`config.mk`:
```
export PLATFORM = sky130hd
export DESIGN_NAME = output_serializer
export DESIGN_NICKNAME = d
export VERILOG_FILES = /design/src/rtl/output_serializer.sv
export SDC_FILE = /design/constraint.sdc
export NUM_CORES = 1
export LEC_CHECK = 0
export ABC_AREA = 1
export CELL_PAD_IN_SITES_DETAIL_PLACEMENT = 0
export CELL_PAD_IN_SITES_GLOBAL_PLACEMENT = 1
export CORE_UTILIZATION = 37
export DETAILED_ROUTE_END_ITERATION = 12
export PLACE_DENSITY = 0.92
export SYNTH_ARGS = -nofsm -noshare
export SYNTH_HDL_FRONTEND = slang
export SYNTH_SLANG_ARGS = --single-unit
export TNS_END_PERCENT = 30
```
`constraint.sdc`:
```
create_clock -name clk -period 11.67 [get_ports clk]
set_clock_uncertainty 0.15 [all_clocks]
set_input_delay 1.7505 -clock clk [delete_from_list [all_inputs] [get_ports clk]]
set_output_delay 1.7505 -clock clk [all_outputs]
set_load 0.005 [all_outputs]
```
`src/rtl/output_serializer.sv`:
```
// Snapshots a wide output-register value on start and streams it out
// least-significant word first, one word per valid/ready transfer.
module output_serializer #(
    parameter int DATA_WIDTH = 256,
    parameter int WORD_WIDTH = 16
) (
    input  logic                  clk,
    input  logic                  reset,
    input  logic [DATA_WIDTH-1:0] data_in,
    input  logic                  start,
    input  logic                  out_ready,
    output logic [WORD_WIDTH-1:0] out_word,
    output logic                  out_valid,
    output logic                  busy,
    output logic                  done
);

    localparam int NUM_WORDS   = DATA_WIDTH / WORD_WIDTH;
    localparam int INDEX_WIDTH = (NUM_WORDS > 1) ? $clog2(NUM_WORDS) : 1;
    localparam logic [INDEX_WIDTH-1:0] LAST_INDEX = INDEX_WIDTH'(NUM_WORDS - 1);

    typedef enum logic [1:0] {
        IDLE,
        SEND,
        FINISH
    } state_t;

    state_t                               state;
    state_t                               state_next;
    logic [INDEX_WIDTH-1:0]               index;
    logic [INDEX_WIDTH-1:0]               index_next;
    logic                                 load;
    logic [NUM_WORDS-1:0][WORD_WIDTH-1:0] snapshot;

    // NOTE: sequential state uses non-blocking assignments so every register
    // samples pre-edge values, independent of statement order.
    always_ff @(posedge clk or posedge reset) begin
        if (reset) begin
            state <= IDLE;
            index <= '0;
        end else begin
            state <= state_next;
            index <= index_next;
        end
    end

    // NOTE: the snapshot is a wide register, yet it is still cleared on reset
    // so nothing from an abandoned stream can survive into the next one.
    always_ff @(posedge clk or posedge reset) begin
        if (reset) begin
            snapshot <= '0;
        end else if (load) begin
            snapshot <= data_in;
        end
    end

    // NOTE: every signal driven here gets a default first, so no path through
    // the case statement can leave one unassigned and infer a latch.
    always_comb begin
        state_next = state;
        index_next = index;
        load       = 1'b0;
        out_word   = '0;
        out_valid  = 1'b0;
        busy       = 1'b0;
        done       = 1'b0;

        case (state)
            IDLE: begin
                if (start) begin
                    load       = 1'b1;
                    index_next = '0;
                    state_next = SEND;
                end
            end
            SEND: begin
                out_valid = 1'b1;
                busy      = 1'b1;
                out_word  = snapshot[index];
                // The final transfer leaves SEND rather than wrapping the index.
                if (out_ready) begin
                    if (index == LAST_INDEX) begin
                        index_next = '0;
                        state_next = FINISH;
                    end else begin
                        index_next = index + 1'b1;
                    end
                end
            end
            FINISH: begin
                busy       = 1'b1;
                done       = 1'b1;
                state_next = IDLE;
            end
            default: begin
                state_next = IDLE;
                index_next = '0;
            end
        endcase
    end

endmodule

```
==> results.txt <==
The run finished with clean final reports. The part of the cycle the worst path needs was 47.7%; the worst reg2reg path depth was 6. The end point of the critical path was out_word[11]. The initial antenna violation count is 1.

At the pin with the least slew margin, the transition time is 0.993 ns. Along the worst path, the maximum fanout reaches 52. Detailed routing placed a total of 18.4 mm of wire on met2. The switching power of the nets is 1.58 mW, and the die height is 188 µm. In this run the clock root is driven by a clkbuf_16.

The repair_antennas step left the layout with diodes totalling 0. The tools report the count of pins on the block boundary as 279. The tools report the first-pass detailed-route iteration total as 5.

The clock-pin transition on the worst setup and hold timing paths was 0.06 ns; the data arrival time of the critical path was 3.66 ns. After synthesis, the most frequently instantiated cells are nor2_1 (302), nand2_1 (265), dfrtp_1 (262). Relative to the synthesized area, the layout overhead comes to 30.1%. The tools report the synthesized instance count as 1,628. The routed wire length was 39.8 mm; the number of port buffers was 278. For the met1 layer wirelength in the final routing, the log shows 17.3 mm.

The run gives 11.1k as the via count of the first global-routing pass. The tools report the number of hold-repair buffers added at the cts stage as 0. In this run switching power makes up 38.6% of total power. Yosys instantiated no cell more often than nor2_1. The nature of the critical path startpoint is a register. The wire length of the first global-routing pass is 61.4 mm, and the reg2reg setup slack is 7.77 ns. The worst-case IR drop observed on VDD is 0.000114 V. The total of endpoints with negative setup slack in the final report was 0; the area fraction of the dominant cell type after synthesis was 51.3%. Sequential share of the synthesized area: 51.3%.

The signal on the critical path passes through inv_2, buf_4, nand2_1, nand3_1, nand3_1, nand3_1, a21oi_1, clkdlybuf4s50_1. Worst slew slack as a fraction of its limit: 33.8%. For this block, the via count after detailed routing is 11.4k. The library cell occupying the most area in the post-synthesis netlist was dfrtp_1. The CTS buffer count was 29.

The average vias per placed instance is 4.90, and the number of distinct standard cells referenced by the synthesized netlist is 18. Summed over all failing endpoints, the final setup total negative slack is 0 ns. Kind of capture point of the worst setup path: an output pin.

For this design the static power due to leakage is 8.02 nW. The clock passes through at most 3 buffers. The largest single stage delay on the critical path is 0.67 ns. The tool flagged a number of max-cap violations equal to 0.

Global routing used 22.3% of the available tracks. The number of register bits inferred by synthesis is 262. The horizontal extent of the die was 188 µm. Sorting the synthesized cells by area gives the leading types as dfrtp_1 (51%), a21oi_1 (9.1%), nor2_1 (8.9%).

The clock latency at the later pin of the worst-skew pair was 0.54 ns. The most critical setup path has its startpoint at index[0]. The logs give 22.4% for the share of total power in the clock network and 0.0338 mm² for the core footprint.

The total power is 4.10 mW, and the total of warnings raised by yosys is 0. The power density over cell area is 247 mW/mm², and the share of flip-flops with an asynchronous set or reset is 100%. The clock net in this run drives a total of 262 sinks. The total overflow left after global routing is 0. The run gives 0.0353 mm² as the die footprint.

The internal power consumption came out at 2.52 mW. Worst reg2reg path endpoint: snapshot[189]. The path type of the worst setup path was reg2out. The sequential fraction of design power is 36.0%.

TritonCTS built the clock tree. The required time of the worst setup path came out at 9.77 ns. In the routed design, unresolved DRC markers number 0.

The depth of the CTS H-tree is 1, and the post-CTS setup repair buffer count is 0. Cells fill 49.2% of the core in the end. Once the clock tree was built, the resizer swapped 0 gates to a different size.

The number of enable-type register cells in the synthesized netlist was 0. The tools report the number of pins with negative max-slew slack in the final report as 0. Counting stages on the worst path, the most repeated cell is nand3_1.

The congestion estimate from routability-driven global placement came to 0.867. The initial core utilization came out at 37.8%. The top metal layer carrying routed signals is met4. The post-route netlist has 5.57% of its cells at a drive strength greater than 1. After detailed routing, the average wire length per cell comes to 17.2 µm.

For this run, the leading register cell type out of synthesis is dfrtp_1. Summed over all nets, wire length on met3 after detailed routing comes to 2.84 mm. The number of endpoints with negative hold slack in the final report is 0. The cell area after synthesis was 0.0128 mm²; the initial DRC count was 714. The combinational group share of total power is 41.6%, and the detailed placer's ending HPWL is 27.8 mm. Entering global routing, the biggest net connects 191 pins. In this run the remaining antenna-violating nets after routing total 0.

The startpoint identified for the worst register-to-register timing path is state[0]. The slowest stage cell on the critical path was buf_4. The layout net count came out at 2,111. The tightest min-delay check is of the reg2reg type.

For the number of placement rows, the log shows 67. Time the worst path needs with I/O delays and setup: 5.57 ns. The number of nets in the synthesized netlist is 1,894. Setup repair after global routing left no endpoint under its margin. After synthesis, the mean cell area works out to 7.85 µm². The highest clock frequency the design can meet was 180 MHz.
==> critical path, delay by kind of cell, from the launching register on <==
kind | cells | cell delay (ns)
AO/OA/AOI/OAI | 1 | 0.11
buffers and inverters | 3 | 1.73
flip-flops | 1 | 0.62
AND/OR/NAND/NOR | 4 | 0.63
==> worst min path at each step <==
stage	endpoint	cells past startpoint	startpoint
2_1_floorplan	snapshot[173]	2	snapshot[173]
5_1_grt	snapshot[165]	1	snapshot[165]
3_3_place_gp	snapshot[193]	1	snapshot[193]
3_5_place_dp	snapshot[3]	1	snapshot[3]
6_report	snapshot[5]	1	snapshot[5]
4_1_cts	snapshot[3]	1	snapshot[3]
==> placed cells by master, fill, tap and decap left out <==
| cell | synthesis | layout |
|---|---|---|
| nor2_1 | 302 | 302 |
| clkdlybuf4s50_1 | 0 | 278 |
| nand2_1 | 265 | 264 |
| dfrtp_1 | 262 | 260 |
| a21oi_1 | 233 | 233 |
| inv_1 | 220 | 219 |
| nand3_1 | 183 | 183 |
| mux2_2 | 43 | 43 |
| clkbuf_16 | 0 | 29 |
| buf_4 | 8 | 11 |
| clkbuf_1 | 14 | 10 |
| ha_1 | 6 | 6 |
| clkinv_2 | 0 | 6 |
| clkbuf_8 | 0 | 5 |
| o21ai_0 | 4 | 4 |
| bufinv_16 | 0 | 3 |
| inv_2 | 2 | 2 |
| clkinv_1 | 2 | 2 |
| nand2_4 | 0 | 1 |
| inv_8 | 0 | 1 |
| o21bai_1 | 1 | 1 |
| xor2_1 | 1 | 1 |
| dfrtp_4 | 0 | 1 |
| dfrtp_2 | 0 | 1 |
| buf_12 | 0 | 1 |
==> flip-flops by register name, indices dropped and copies added (netlist names) <==
signal / flops
index: 4
snapshot: 256
state: 2
==> per-stage QoR <==
stage | hold slack [ns] | worst slack, ns | area [µm²] | cells
3_5_place_dp | 0.345 | 6.32 | 15700 | 2262
5_1_grt | 0.370 | 5.89 | 16600 | 2315
3_3_place_gp | 0.339 | 6.40 | 15700 | 2262
2_1_floorplan | 0.328 | 2.56 | 12800 | 1628
6_report | 0.356 | 6.10 | 16600 | 2315
4_1_cts | 0.357 | 6.08 | 16600 | 2315
==> power by group through the flow <==
stage	clock (mW)	combinational [mW]	sequential, mW
4_1_cts	0.935	1.72	1.47
6_report	0.918	1.71	1.48
2_1_floorplan	0	1.20	1.44
5_1_grt	0.977	1.91	1.52
3_5_place_dp	0	1.71	1.49
3_3_place_gp	0	1.67	1.47
==> layout make-up <==
class | instances | area, µm²
inverters | 224 | 848
multi-input cells | 1038 | 4810
repair buffers | 290 | 2890
clock buffers | 44 | 832
fillers | 3238 | 17200
well taps | 448 | 561
clock inverters | 9 | 120
flip-flops and latches | 262 | 6560
==> logic make-up (layout without fill, tap and decap cells) <==
| kind of cell | after synthesis | in the layout | share of synthesized area (%) |
|---|---|---|---|
| adder cells (fa/ha/maj) | 6 | 6 | 0.588 |
| buffers and inverters | 328 | 567 | 11.0 |
| multiplexers | 43 | 43 | 3.79 |
| AO/OA/AOI/OAI | 238 | 238 | 9.34 |
| AND/OR/NAND/NOR | 750 | 750 | 23.8 |
| XOR/XNOR | 1 | 1 | 0.0686 |
| flip-flops | 262 | 262 | 51.3 |
==> per-layer routing <==
| layer | global-route usage, % | vias to the layer above |
|---|---|---|
| met2 | 36.1 | 405 |
| met3 | 4.19 | 63 |
| li1 | - | 5514 |
| met4 | 6.82 | 0 |
| met5 | 0 | - |
| met1 | 30.3 | 5368 |
Power figures use the tool's default switching activity.
==> patch (config.mk and constraints unchanged) <==
Encoding of `state_t`: now one-hot (3 bits for 3 states).
--- a/src/rtl/output_serializer.sv
+++ b/src/rtl/output_serializer.sv
@@ -20,8 +20,8 @@
     localparam logic [INDEX_WIDTH-1:0] LAST_INDEX = INDEX_WIDTH'(NUM_WORDS - 1);
 
-    typedef enum logic [1:0] {
-        IDLE,
-        SEND,
-        FINISH
+    typedef enum logic [2:0] {
+        IDLE   = 3'b001,
+        SEND   = 3'b010,
+        FINISH = 3'b100
     } state_t;
 
Function: same outputs for any inputs over 4 cycles, from zero or initial values and one cycle with reset high; so few cycles prove little.
==> patch against the unedited design <==
  * Sequential cell count grew 1
  * Area after synthesis shrank 1.0%
  * Setup slack gained 0.11 ns
  * Routed wire length shrank 8.9%
  * First-iteration DRC count shrank 3.8%
  * Design area shrank 0.39%
  * Count of clock-buffer cells in the layout shrank 3
  * Total power shrank 3.0%
  * Largest cell class unchanged
  * Largest power group is now sequential cells
==> patch: results (changes against the unedited design) <==
clock_tree:
  path_clk_slew_ns: 0.06  # about the same
  max-clock-path-buffers: 3  # unchanged
  cts_buffers: 29  # unchanged
  post_cts_buffers: 0  # unchanged
  root_buffer: "clkbuf_16"
  worstSkewPairLatency_ns: 0.54  # about the same
  cts_resized: 0  # unchanged
  htreeDepth: 1  # unchanged
synthesis:
  synth_area_leaders: "dfrtp_1 52%, a21oi_1 7.0%, nor2_1 6.5%, mux2_2 6.2%, mux2_4 5.6%"
  synth_sequential_area_ratio_pct: 52.1  # +0.75 points
  netlist_top_cells_count: "262 x dfrtp_1, 220 x nor2_1, 177 x a21oi_1"
  synthesis.nets: 1651  # -13%
  yosysWarnings: 0  # unchanged
  syn_inst: 1390  # -15%
  synth_edf_count: 0  # unchanged
  ys_async_sr_fraction_pct: 100  # unchanged
  yosysUniqueCellTypes: 26  # +8
placement:
  gp_congestion: 0.814  # -6.1%
  dpl.hpwl_um: 24700  # -11%
  port_buffers: 278  # unchanged
  dp_slack_ns: 6.06  # -0.265 ns
  dp_cells: 2034  # -10%
  post_dp_cell_area_um2: 15600  # -0.46%
final_layout:
  num_antenna_cells: 0  # unchanged
  drive_gt1_share_pct: 11.5  # +5.9 points
  layout.nets: 1878  # -11%
  reg_top3: "snapshot x256, index x4, state x3"
  fillers: 3116  # -3.8%
setup_path:
  r2r_cells: 7  # +1
  arrival_ns: 3.55  # -0.11 ns
  r2r_start: "state[2]$_DFFE_PP0P_"
  r2r_slack_ns: 7.76  # about the same
  critPathMaxFanout: 48  # -7.7%
  r2r_end: "snapshot[177]$_DFFE_PP0P_"
  critPathTopFamily: "buffers and inverters"
  cp_slowest_stage_delay_ns: 0.67  # about the same
  cp_slowest_cell: "dfrtp_4"
min_path:
  holdPathStages: 1  # unchanged
  min_from: "snapshot[234]$_DFFE_PP0P_"
  min_path_type: "flip-flop to flip-flop"
  hold_end: "snapshot[234]$_DFFE_PP0P_"
status:
  outcome: "finished, final reports clean"
global_route:
  grt.overflow.total: 0  # unchanged
  antenna_found_initial: 2  # +1
  grt_pass1_wl_um: 57200  # -6.9%
  grt_max_degree: 142  # -26%
  track_usage_pct: 20.7  # -1.6 points
  grt_pass1_vias: 10385  # -6.8%
detailed_routing:
  routedWlPerCell_um: 17.4  # +1.3%
  drtIter0Drc: 687  # -3.8%
  viasPerCell: 4.91  # +0.13%
  finalWirelength_um: 36200  # -8.9%
  dr.pass1.iters: 5  # unchanged
pwr:
  ir_worst_vdd_uv: 124  # +8.6%
  power_leakage_uw: 0.00761  # -5.1%
timing:
  relSlewSlack_pct: 25.9  # -7.9 points
## patch: area by class of cell
class / instances / area share, %
flip-flops and latches: 263 / 39.8
multi-input cells: 879 / 30.1
repair buffers: 290 / 17.4
clock buffers: 41 / 5.26
inverters: 154 / 3.54
well taps: 448 / 3.39
clock inverters: 7 / 0.537
## patch: worst max-delay path by stage
stage	start	to	slack, ns
floorplan	reset	index[0]$_DFFE_PP0P_	2.53
global placement	start	snapshot[237]$_DFFE_PP0P_	6.12
detailed placement	start	snapshot[177]$_DFFE_PP0P_	6.06
CTS	index[0]$_DFFE_PP0P_	out_word[7]	6.12
global route	index[0]$_DFFE_PP0P_	out_word[1]	5.98
finish	index[0]$_DFFE_PP0P_	out_word[1]	6.22
## patch: kinds of logic after synthesis
logic type,Yosys count,synth area share [%]
buf+inv,248,8.54
flops,263,52.1
mux,117,11.8
compound gates,276,11.6
simple gates,484,15.8
xor+xnor,1,0.0693
fa+ha+maj,1,0.0990
## patch: routing by layer
layer / routed length [um] / vias to the layer above / GRT usage, %
met2: 17100 / 289 / 34.1
met4: 651 / 2 / 4.79
met1: 16000 / 4915 / 27.8
li1: - / 4969 / -
met5: 11 / - / 0
met3: 2490 / 46 / 4.48
## patch: stage by stage
stage          hold WS [ns]  util (%)
2_1_floorplan         0.324         -
3_3_place_gp          0.334      46.5
3_5_place_dp          0.337      46.5
4_1_cts               0.351      49.4
5_1_grt               0.355      49.4
6_report              0.351      49.4
## patch: power breakdown
group,total (uW),internal [uW],leakage (uW),switching (uW)
sequential,1560,1360,0.00297,198
combinational,1500,678,0.00416,822
clock,923,556,0.000480,367
## patch: worst register-to-register path, stage by stage (launching register included)
cell and delay, ns:
dfrtp_1 0.40, inv_1 0.09, nand2_1 0.08, inv_2 0.06
nand2_8 0.52, buf_4 0.96, buf_4 1.02, mux2_2 0.49
